**src/rtl/timer_ctrl.sv**
```systemverilog
// Divider/timer block: drains offered M-cycles one per clock into a 14-bit system counter,
// counts TIMA on falling edges of the selected counter bit, reloads from TMA with an interrupt pulse.
module timer_ctrl #(
  parameter int unsigned READY_THRESHOLD = 9
) (
  input  logic       iClock,
  input  logic       iReset,
  input  logic       iTickValid,
  input  logic [2:0] iTickCount,
  output logic       oTickReady,
  input  logic [1:0] iAddr,
  input  logic       iWe,
  input  logic [7:0] iWData,
  output logic [7:0] oRData,
  output logic [7:0] oDiv,
  output logic [7:0] oTima,
  output logic       oInterrupt0x50
);

  typedef enum logic [1:0] {ST_IDLE, ST_COUNT, ST_RELOAD} state_t;

  state_t      state_q;
  logic [3:0]  pending_q, pending_d;
  logic [13:0] cnt_q, cnt_d;
  logic [7:0]  tima_q, tma_q, tma_d;
  logic [2:0]  tac_q, tac_d;
  logic        irq_q;
  logic        drain, accept, fall, tima_we;
  logic [4:0]  pend_sum;

  function automatic logic timer_in(input logic [13:0] c, input logic [2:0] t);
    logic sel;
    case (t[1:0])
      2'b00:   sel = c[7];
      2'b01:   sel = c[1];
      2'b10:   sel = c[3];
      default: sel = c[5];
    endcase
    return t[2] & sel;
  endfunction

  assign oTickReady     = (32'(pending_q) <= READY_THRESHOLD);
  assign oDiv           = cnt_q[13:6];
  assign oTima          = tima_q;
  assign oInterrupt0x50 = irq_q;

  always_comb begin
    drain    = (pending_q != 4'd0);
    accept   = iTickValid & oTickReady;
    tima_we  = iWe && (iAddr == 2'd1);
    pend_sum = {1'b0, pending_q} + (accept ? {2'b00, iTickCount} : 5'd0) - {4'd0, drain};
    pending_d = (pend_sum > 5'd15) ? 4'hF : pend_sum[3:0];
    // Register writes land after this clock's drain, so the edge check sees the post-write value.
    cnt_d = drain ? cnt_q + 14'd1 : cnt_q;
    if (iWe && (iAddr == 2'd0)) cnt_d = '0;
    tac_d = (iWe && (iAddr == 2'd3)) ? iWData[2:0] : tac_q;
    tma_d = (iWe && (iAddr == 2'd2)) ? iWData : tma_q;
    fall  = timer_in(cnt_q, tac_q) & ~timer_in(cnt_d, tac_d);
  end

  always_comb begin
    case (iAddr)
      2'd0:    oRData = cnt_q[13:6];
      2'd1:    oRData = tima_q;
      2'd2:    oRData = tma_q;
      default: oRData = {5'b11111, tac_q};
    endcase
  end

  always_ff @(posedge iClock or posedge iReset) begin
    if (iReset) begin
      pending_q <= '0;
      cnt_q     <= '0;
      tac_q     <= '0;
      tma_q     <= '0;
    end else begin
      pending_q <= pending_d;
      cnt_q     <= cnt_d;
      tac_q     <= tac_d;
      tma_q     <= tma_d;
    end
  end

  always_ff @(posedge iClock or posedge iReset) begin
    if (iReset) begin
      state_q <= ST_IDLE;
      tima_q  <= '0;
      irq_q   <= 1'b0;
    end else begin
      irq_q   <= 1'b0;
      state_q <= (pending_d != 4'd0) ? ST_COUNT : ST_IDLE;
      if (state_q == ST_RELOAD) begin
        // A CPU write to TIMA aborts the pending reload and its interrupt.
        if (tima_we) begin
          tima_q <= iWData;
        end else if (drain) begin
          tima_q <= tma_d;
          irq_q  <= 1'b1;
        end else begin
          state_q <= ST_RELOAD;
        end
      end else if (tima_we) begin
        tima_q <= iWData;
      end else if (fall) begin
        if (tima_q == 8'hFF) begin
          tima_q  <= 8'h00;
          state_q <= ST_RELOAD;
        end else begin
          tima_q <= tima_q + 8'd1;
        end
      end
    end
  end

endmodule

```
**config.mk**
```make
export PLATFORM = sky130hd
export DESIGN_NAME = timer_ctrl
export DESIGN_NICKNAME = d
export VERILOG_FILES = /design/src/rtl/timer_ctrl.sv
export SDC_FILE = /design/constraint.sdc
export NUM_CORES = 1
export LEC_CHECK = 0
export ABC_AREA = 1
export CAP_MARGIN = 20
export CORE_MARGIN = 5
export CORE_UTILIZATION = 54
export DETAILED_ROUTE_END_ITERATION = 6
export GPL_TIMING_DRIVEN = 0
export HOLD_SLACK_MARGIN = 0.06
export PLACE_DENSITY = 0.8
export RECOVER_POWER = 25
export SKIP_LAST_GASP = 1
export SYNTH_ARGS = -nofsm -noshare
export SYNTH_HDL_FRONTEND = slang
export SYNTH_SLANG_ARGS = --single-unit
```
**constraint.sdc**
```tcl
create_clock -name iClock -period 3.75 [get_ports iClock]
set_input_delay 0.75 -clock iClock [delete_from_list [all_inputs] [get_ports iClock]]
set_output_delay 0.75 -clock iClock [all_outputs]
set_load 0.1 [all_outputs]
```
Word level (Yosys, flattened, before mapping)

Cells that the tools add are included.

Flip-flop bits (word level): 40
Latch bits: 0
Bits in writable memories: 0
Memory bits (read-only): 0
Input bits: 17
Output and inout bits: 26
Logic and storage cells: 66
Memories kept: 0

Add/sub/neg operators: 4
Multipliers: 0
Divide/modulo/power cells: 0
Order comparisons: 2
Equality and inequality tests: 10
Shift-type cells: 0
Mux-type cells: 25
Bitwise logic cells: 5
Reductions and logical operators: 12

Operator list:

| kind                                                                            | number |
|---|---|
| 8-bit 2-to-1 mux                                                                | 7 |
| 14-bit 2-to-1 mux                                                               | 2 |
| 8-bit case mux with 3 select lines                                              | 1 |
| 14-bit by 1-bit adder with 14-bit output, second input constant                 | 1 |
| 2-bit 2-to-1 mux                                                                | 6 |
| 2-bit == test, second input constant                                            | 5 |
| 8-bit by 1-bit adder with 8-bit output, second input constant                   | 1 |
| 8-bit == test, second input constant                                            | 1 |
| 4-bit nonzero test                                                              | 2 |
| 2-bit by 1-bit == test with 1-bit output, second input constant                 | 3 |
| 2-bit zero test                                                                 | 3 |
| 3-bit 2-to-1 mux                                                                | 2 |
| 1-bit case mux with 3 select lines                                              | 2 |
| 4-bit by 3-bit adder with 5-bit output                                          | 1 |
| 5-bit by 4-bit greater-than comparator with 1-bit output, second input constant | 1 |
| 5-bit by 1-bit subtractor with 5-bit output                                     | 1 |
| 1-bit bitwise AND                                                               | 4 |
| 4-bit <= comparator, second input constant                                      | 1 |
| 1-bit logical AND                                                               | 4 |
| 1-bit 2-to-1 mux                                                                | 4 |
| 4-bit 2-to-1 mux                                                                | 1 |
| 3-bit != test, second input constant                                            | 1 |
| 3-bit nonzero test                                                              | 1 |
| 2-bit AND reduction                                                             | 1 |
| 2 further kinds                                                                 | 2 |

Depth between registers and ports, before layout

Gate-level depths: netlist of run 1.

Depth after elaboration: 13
Mapped depth: 15
Gate-level depth less buffers: 15

Worst setup path before layout of run 1

No wires, ideal clock.

Path type: input -> output
Start: input port iAddr[0]
End: output port oRData[0]
Arrival: 3044 ps
Slack: -44 ps
Cell stages on the path: 3
Path through: buf_6 nand2_1 o21ai_0

Word-level cells in the longest chain between the ends: 2
Elaborated cells on any way between the ends: 4
Those cells by class: eq/ne (2); mux (1); reduce/logical (1)

RTL lines:

| element                                     | RTL line | source |
|---|---|---|
| start: declaration                          | 11       | `input logic [1:0] iAddr,` |
| 2-bit == test, or another cell as far along | 62       | `case (iAddr)` |
| 8-bit case mux with 3 select lines (*)      | 62       |  |
| end: declaration                            | 14       | `output logic [7:0] oRData,` |

Every way passes the cells marked *; elsewhere a longest branch is shown, timed or not.

Worst setup path in the final report of run 1

Start: input port iAddr[1]
End: output port oRData[7]

Same word-level chain as after synthesis.

==> run metrics, run 1 <==
outcome complete, but fails checks; failing checks max-capacitance violations, max-slew violations; CTS Sinks 40; worst hold slack 522.7 ps; Post-DP HPWL 4760 µm; Vias 2402; Clk pin slew, worst setup/hold paths 70 ps; RSZ-0062 raised after global routing false; CTS tree yes; max_cap viols 1; Final TNS setup 0 ps; Num CTS Buffers 5; Static Leak 1.560 nW; Die ar. 6432 µm²; net count after synthesis 367; max_slew headroom -0.02030; cell taking the most area after synthesis dfrtp_1; Clock Latency Late Sink 290 ps; Placer Congestion 0.8717; Die H 80.20 µm; initial antenna violation count 0; count leader, synth nand2_1; Avg Inst Size Synth 7.827 µm²; Fmax 276.5 MHz; CTS Buffer Depth 2; Unique masters post-synth 40; starting DRC count in detailed routing 113; cells after synthesis 340; largest net degree at the start of global routing 41; DR WL/cell 13.63 µm; top cell type's share of synthesized area 0.3761; vias per cell 5.279; most used flip-flop cell after synthesis dfrtp_1; Peak VDD IR 0.6035 mV; final net count 414; post-route ant nets 0; layout overhead on the synthesized area 21.06%; ratio of final minimum period to clock period 0.9643; WP data arrival 2870 ps; Inserted Diodes 0; DRC Markers 0; PD cells 675.0 nW/µm²; GR Overflow Total 0; Worst EP required 3000 ps; # rows 25; mapped cell area 2661 µm²; Final Max Slew Viols 41; R2R depth 15; Routed WL 6200 µm; Design Power 2.175 mW; fraction of registers with async set/reset 1.000; worst hold path stage count 2; fin crit period 3616 ps; H-tree levels 2; Hold Path Class register to register; Final Setup Violations 0; First-pass DRT Iterations 5; Post-synth EDFFs 0; Fin. Hold Viols 0; root buffer cell clkbuf_8; Critical Path Source Type input pin; global-route usage over all layers 0.2128; CP endpoint kind output pin; num ports 43; synth top area cells dfrtp_1 38%, nand2_1 13%, nand3_1 5.8%, inv_1 5.5%, ha_1 4.2%; core area 4755 µm²; first-pass GRT wire length 10810 µm; critical path peak fanout 10; IO Port Bufs 40; Starting Density 0.5597; clock skew 5.167 ps; layout cells sized above 1 0.1186; cts hold-fix bufs 0; synth cell count leaders 89 x nand2_1, 40 x dfrtp_1, 39 x inv_1, 31 x nand3_1, 18 x nor2_1; width of the die 80.20 µm; register area share after synthesis 0.3761; total number of yosys warnings 0; vias in the first global route 2315; #FFs+latches synth 40; Crit Path Class input pin to output pin; Slew @ Worst Pin 1529 ps
[layout by cell type (no fill, tap or decap), types with 6 or more instances in the layout]
master / Yosys / final
o21ai_0: 14 / 13
dfrtp_1: 40 / 40
ha_1: 9 / 9
clkbuf_8: 0 / 6
inv_2: 7 / 7
clkdlybuf4s50_1: 0 / 35
nor2_1: 18 / 18
inv_1: 39 / 39
o21ai_1: 9 / 10
a21oi_1: 11 / 11
nand2_1: 89 / 89
nand4_1: 7 / 7
buf_4: 8 / 8
nand3_1: 31 / 32
[power breakdown]
group          leakage [nW]  total (mW)  internal [mW]  switching, mW
combinational          1.01        1.20          0.351          0.851
sequential            0.507       0.675          0.543          0.133
clock                0.0455       0.297          0.150          0.147
[final cells by class]
cell class                 count  area [µm²]
fill                         410        1533
multi-input combinational    240        1354
tap                           67       83.83
clock buffer                   8       90.09
sequential                    40        1001
buffer                        14       121.4
inverter                      46       172.7
timing repair buffer          40       399.1
[logic make-up after synthesis]
family / Yosys count / share of synthesized area
AOI/OAI and AO/OA: 51 / 0.1180
xor gates and xnor gates: 9 / 0.02962
adders and majority gates: 10 / 0.04984
and+or+nand+nor: 170 / 0.3159
buffers and inverters: 60 / 0.1105
DFF: 40 / 0.3761
[repair_timing]
action	in CTS	in global routing
gates resized for setup	3	2
gates cloned	0	0
endpoints found under the setup margin	3	2
setup buffers	0	0
[routing by layer]
layer  vias to the layer above  wire length (µm)  track usage  share of wire
met3                        11               241      0.04036          0.039
met4                         0                99      0.05574          0.016
li1                       1200                 -            -              -
met2                        61              3028       0.3543           0.49
met1                      1130              2831       0.2834           0.46
met5                         -                 0            0              0
[per-stage QoR]
stage               std cells  cell area (µm²)  setup slack, ps  utilization
floorplan                 340             2661            338.7            -
global placement          447             3146           -101.2       0.6616
detailed placement        447             3146           -125.1       0.6616
CTS                       455             3232            7.744       0.6797
global route              455             3222            58.64       0.6776
finish                    455             3222            133.9       0.6776
[state kept, by name, summed over array words and instances (netlist names)]
| signal | cells |
|---|---|
| oInterrupt0x50 | 1 |
| tma_q | 8 |
| tac_q | 3 |
| state_q | 2 |
| cnt_q | 14 |
| oTima | 8 |
| pending_q | 4 |
[worst paths after layout]
path | start | end | slack, ps
max in group asynchronous | iReset | cnt_q[13] | 1500
hold / removal | tma_q[4] | tma_q[4] | 520
hold reg to reg | tma_q[4] | tma_q[4] | 520
setup reg to reg | pending_q[2] | state_q[0] | 700
min in group asynchronous | iReset | oTima[2] | 1350
setup / recovery | iAddr[1] | oRData[7] | 130
[critical path, stage by stage]
cell             delay, ps
clkdlybuf4s50_1        450
buf_6                  160
nor2_4                 190
nand2_1                 80
nand3_1                 70
clkdlybuf4s50_1       1150
No activity file was read; power rests on OpenSTA's default activity.
==> inputs of run 2 (changes only) <==
--- a/config.mk
+++ b/config.mk
@@ -7,6 +7,7 @@
 export LEC_CHECK = 0
 export ABC_AREA = 1
 export CAP_MARGIN = 20
+export CORE_ASPECT_RATIO = 1.2
 export CORE_MARGIN = 5
 export CORE_UTILIZATION = 54
 export DETAILED_ROUTE_END_ITERATION = 6
==> run metrics, run 2 (same netlist as run 1, synthesis figures left out) <==
Starting Density 0.5465 (-0.01323); First-pass DRT Iterations 4 (-1); clock power share 0.145 (+0.008); largest register by flop count cnt_q; critical path peak fanout 10 (unchanged); Fill cells 440 (+7.3%); Final Cell Area 3227 µm² (+0.16%); Fmax 277.9 MHz (+0.51%); outcome complete, but fails checks; commonest non-fill, non-tap cell in the layout nand2_1; DR WL/cell 13.75 µm (+0.94%); vias in the first global route 2406 (+3.9%); PD cells 676.0 nW/µm² (+0.15%); root buffer cell clkbuf_8; Worst EP required 3000 ps (about the same); CTS tree yes; CTS Sinks 40 (unchanged); width of the die 74.09 µm (-7.6%); worst hold slack 509.5 ps (-13.18 ps); IO Port Bufs 40 (unchanged); RSZ-0062 raised after global routing false; CP endpoint kind output pin; Die H 86.90 µm (+8.4%); Critical Path Source Type input pin; Final Max Slew Viols 41 (unchanged); global-route usage over all layers 0.2146 (+0.001766); first-pass GRT wire length 10810 µm (about the same); Final Setup Violations 0 (unchanged); Clk pin slew, worst setup/hold paths 70 ps (about the same); Routed WL 6148 µm (-0.84%); largest net degree at the start of global routing 41 (unchanged); num ports 43 (unchanged); Hold Path Class register to register; Post-DP HPWL 4718 µm (-0.87%); clock skew 4.184 ps (-0.9830 ps); Final TNS setup 0 ps (unchanged); Reg power frac 0.308 (-0.003); FF-to-FF setup slack 790 ps (+90 ps); Crit Path Class input pin to output pin; cts hold-fix bufs 0 (unchanged); setup ws final 152.1 ps (+18.24 ps); # rows 28 (+12%); fin crit period 3598 ps (-18.24 ps); Placer Congestion 0.8940 (+2.6%); post-route ant nets 0 (unchanged); Switch Pwr 1.124 mW (-0.55%); failing checks max-capacitance violations, max-slew violations; H-tree levels 2 (unchanged); layout overhead on the synthesized area 21.25%; Slew @ Worst Pin 1519 ps (-10.20 ps); Num CTS Buffers 5 (unchanged); Clock Latency Late Sink 300 ps (about the same); most frequent cells in the layout 89 x nand2_1, 40 x dfrtp_1, 39 x inv_1; max_slew headroom -0.01349 (+0.006810); DRC Markers 0 (unchanged); Fin. Hold Viols 0 (unchanged); ratio of final minimum period to clock period 0.9594 (-0.004863); starting DRC count in detailed routing 175 (+55%); layout cells sized above 1 0.1214 (+0.002890); fin util 0.6626 (-0.01499); Die ar. 6438 µm² (about the same); CTS Buffer Depth 2 (unchanged); Int Power 1.057 mW (+1.2%); Placement Cell Area 3137 µm² (-0.28%); core area 4870 µm² (+2.4%); max_cap viols 1 (unchanged); max reg flops 14 (unchanged); Static Leak 1.599 nW (+2.5%); Sw Share 0.5153 (-0.004434); initial antenna violation count 0 (unchanged); Vias 2401 (-0.042%); Peak VDD IR 0.3854 mV (-36%); WP data arrival 2850 ps (-20 ps); pre-CTS setup slack -120.1 ps (+4.988 ps); final net count 414 (unchanged); GR Overflow Total 0 (unchanged); Inserted Diodes 0 (unchanged); Gate power share 0.547 (-0.006); vias per cell 5.371 (+1.7%)
run 2: changes by cell type in the layout (fill, tap and decap cells not counted):
cell | before | now
dlymetal6s2s_1 | 1 | 4
clkbuf_1 | 2 | 0
clkdlybuf4s50_1 | 35 | 32
a21boi_0 | 0 | 1
clkbuf_8 | 6 | 7
a21boi_1 | 1 | 0
run 2: layer usage:
layer	vias up	GRT usage	part of all wire
li1	1203	-	-
met1	1126	0.2669	0.41
met2	60	0.3661	0.51
met3	12	0.04157	0.053
met4	0	0.07578	0.022
met5	-	0	0
run 2: worst max-delay path: stages:
cell             delay [ps]
clkdlybuf4s50_1         450
buf_6                   170
nor2_4                  200
nand2_1                  80
nand3_1                  70
clkdlybuf4s50_1        1130
run 2: final cells by class:
cell class | count | area, µm² | area share
Tap cell | 60 | 75.07 | 0.02326
Clock buffer | 7 | 96.34 | 0.02986
Timing Repair Buffer | 40 | 406.6 | 0.1260
Inverter | 46 | 172.7 | 0.05351
Buffer | 14 | 121.4 | 0.03761
Multi-Input combinational cell | 240 | 1354 | 0.4195
Sequential cell | 40 | 1001 | 0.3102
run 2: path summary, 6_finish.rpt:
kind	startpoint	endpoint	depth (start not counted)
max	iAddr[1]	oRData[3]	6
min in group asynchronous	iReset	pending_q[2]	2
min	tma_q[3]	tma_q[3]	2
max reg2reg	pending_q[2]	state_q[0]	15
min reg2reg	tma_q[3]	tma_q[3]	2
max in group asynchronous	iReset	cnt_q[8]	2
run 2: timing repair:
item / in CTS / in global routing
endpoints found under the hold margin: 0 / 0
setup buffers: 0 / 0
endpoints found under the setup margin: 3 / 4
pin swaps: 0 / 0
resized for setup: 3 / 4
run 2: per-stage QoR:
stage / power, mW / instances
finish: 2.181 / 447
global route: 2.353 / 447
CTS: 2.198 / 447
detailed placement: 1.884 / 440
global placement: 1.858 / 440
floorplan: 1.601 / 340
run 2: power by group through the flow:
stage / combinational, mW / sequential (mW) / clock [mW]
after CTS: 1.21 / 0.670 / 0.321
after floorplan: 0.669 / 0.932 / 0
after global placement: 1.18 / 0.678 / 0
after detailed placement: 1.21 / 0.679 / 0
final: 1.19 / 0.673 / 0.316
after global routing: 1.32 / 0.692 / 0.337
==> inputs of run 3 (changes only) <==
==> constraint.sdc (replaced) <==
create_clock -name iClock -period 3.75 [get_ports iClock]
set_input_delay 0.75 -clock iClock [delete_from_list [all_inputs] [get_ports iClock]]
set_output_delay 0.75 -clock iClock [all_outputs]
set_load 0.01 [all_outputs]
==> run metrics, run 3 (same netlist as run 1, synthesis figures left out) <==
outcome complete, but fails checks; failing checks max-capacitance violations, max-slew violations; Final Setup Violations 0 (unchanged); DRC Markers 0 (unchanged); postcts setup bufs 0 (unchanged); Final TNS setup 0 ps (unchanged); crit path buf inv count 2 (-1); CTS tree yes; root buffer cell clkbuf_8; Fin. Hold Viols 0 (unchanged); vias in the first global route 2444 (+1.6%); Fmax 293.1 MHz (+5.4%); H-tree levels 2 (unchanged); cts hold-fix bufs 0 (unchanged); max_slew headroom -0.04276 (-0.02926); Static Leak 1.541 nW (-3.7%); Placer Congestion 0.8825 (-1.3%); Critical Path Max Stage Delay 460 ps (-670 ps); layout cells sized above 1 0.1214 (unchanged); Critical Path Source Type input pin; starting DRC count in detailed routing 191 (+9.1%); Post-DP HPWL 4748 µm (+0.62%); CTS Sinks 40 (unchanged); PD cells 546.6 nW/µm² (-19%); initial antenna violation count 0 (unchanged); CP cell instances clkdlybuf4s50_1 -> a21boi_0 -> nand2_1 -> ha_1 -> inv_1 -> ha_1 -> fa_1 -> nand2_1 -> nand2_1 -> a21oi_1 -> xor2_1 -> nand2_1 -> nor4_1 -> nor2_1; CTS resizes 0 (-3); Hold Path Class register to register; clock skew 4.070 ps (-0.1144 ps); RSZ-0062 raised after global routing false; core area 4870 µm² (unchanged); Peak VDD IR 0.3822 mV (-0.83%); Routed WL 6184 µm (+0.59%); largest net degree at the start of global routing 41 (unchanged); final cell count without fillers 447 (unchanged); CP most frequent cell nand2_1; max reg flops 14 (unchanged); layout overhead on the synthesized area 21.02%; most frequent cells in the layout 89 x nand2_1, 40 x dfrtp_1, 39 x inv_1; CP endpoint kind register; crit path max-delay cell type clkdlybuf4s50_1; ratio of final minimum period to clock period 0.9099 (-0.04948); IO Port Bufs 40 (unchanged); width of the die 74.09 µm (unchanged); Inserted Diodes 0 (unchanged); Slew @ Worst Pin 1562 ps (+43.85 ps); final net count 414 (unchanged); Clock Latency Late Sink 300 ps (about the same); commonest non-fill, non-tap cell in the layout nand2_1; post-route ant nets 0 (unchanged); Num CTS Buffers 5 (unchanged); first-pass GRT wire length 10870 µm (+0.57%); Clk pin slew, worst setup/hold paths 70 ps (about the same); Final Max Slew Viols 41 (unchanged); critical path peak fanout 4 (-6); # rows 28 (unchanged); CP delay by family, top adder cells; Starting Density 0.5465 (unchanged); Crit Path Class input pin to register; First-pass DRT Iterations 4 (unchanged); max_cap viols 1 (unchanged); worst hold slack 511.1 ps (+1.531 ps); global-route usage over all layers 0.2150 (+0.0003588); Worst EP required 3930 ps (+930 ps); vias per cell 5.409 (+0.71%); Die H 86.90 µm (unchanged); Die ar. 6438 µm² (unchanged); num ports 43 (unchanged); CTS Buffer Depth 2 (unchanged); fin crit period 3412 ps (-185.6 ps); Vias 2418 (+0.71%); GR Overflow Total 0 (unchanged); WP data arrival 3590 ps (+740 ps); placed cells 440 (unchanged); DR WL/cell 13.83 µm (+0.59%); largest register by flop count cnt_q
[run 3: final cells by class]
type,count,area (µm²)
timing repair buffer,40,400.4
tap,60,75.07
fill,458,1649
multi-input combinational,240,1354
sequential,40,1001
inverter,46,172.7
buffer,14,121.4
clock buffer,7,96.34
[run 3: worst paths after layout]
kind,startpoint,end,slack (ps),depth (start not counted)
worst max-delay path,iTickValid,state_q[0],340,14
worst min-delay path,tma_q[3],tma_q[3],510,2
worst max register to register,pending_q[2],state_q[0],730,15
worst min register to register,tma_q[3],tma_q[3],510,2
max in group asynchronous,iReset,cnt_q[6],1470,2
min in group asynchronous,iReset,oTima[0],1360,2
[run 3: through the flow]
stage	area (µm²)	setup slack (ps)	util	power, mW
6_report	3221	337.7	0.6614	1.760
5_1_grt	3221	142.7	0.6614	1.909
4_1_cts	3233	325.3	0.6639	1.772
3_5_place_dp	3137	18.57	0.6441	1.457
3_3_place_gp	3137	106.0	0.6441	1.429
2_1_floorplan	2661	799.6	-	1.176
[run 3: routing by layer]
layer | vias up | GRT usage | share of wire
met4 | 0 | 0.1186 | 0.026
met3 | 16 | 0.01963 | 0.052
li1 | 1209 | - | -
met5 | - | 0 | 0
met1 | 1119 | 0.2668 | 0.42
met2 | 74 | 0.3621 | 0.50
[run 3: power breakdown]
part	switching (mW)	total (mW)	internal, mW
clock	0.151	0.315	0.164
sequential	0.128	0.671	0.543
combinational	0.416	0.774	0.358
[run 3: tightest hold or removal path: stages, from the launching register on]
cell     delay, ps
dfrtp_1        340
nand2_1         60
nand2_1         70
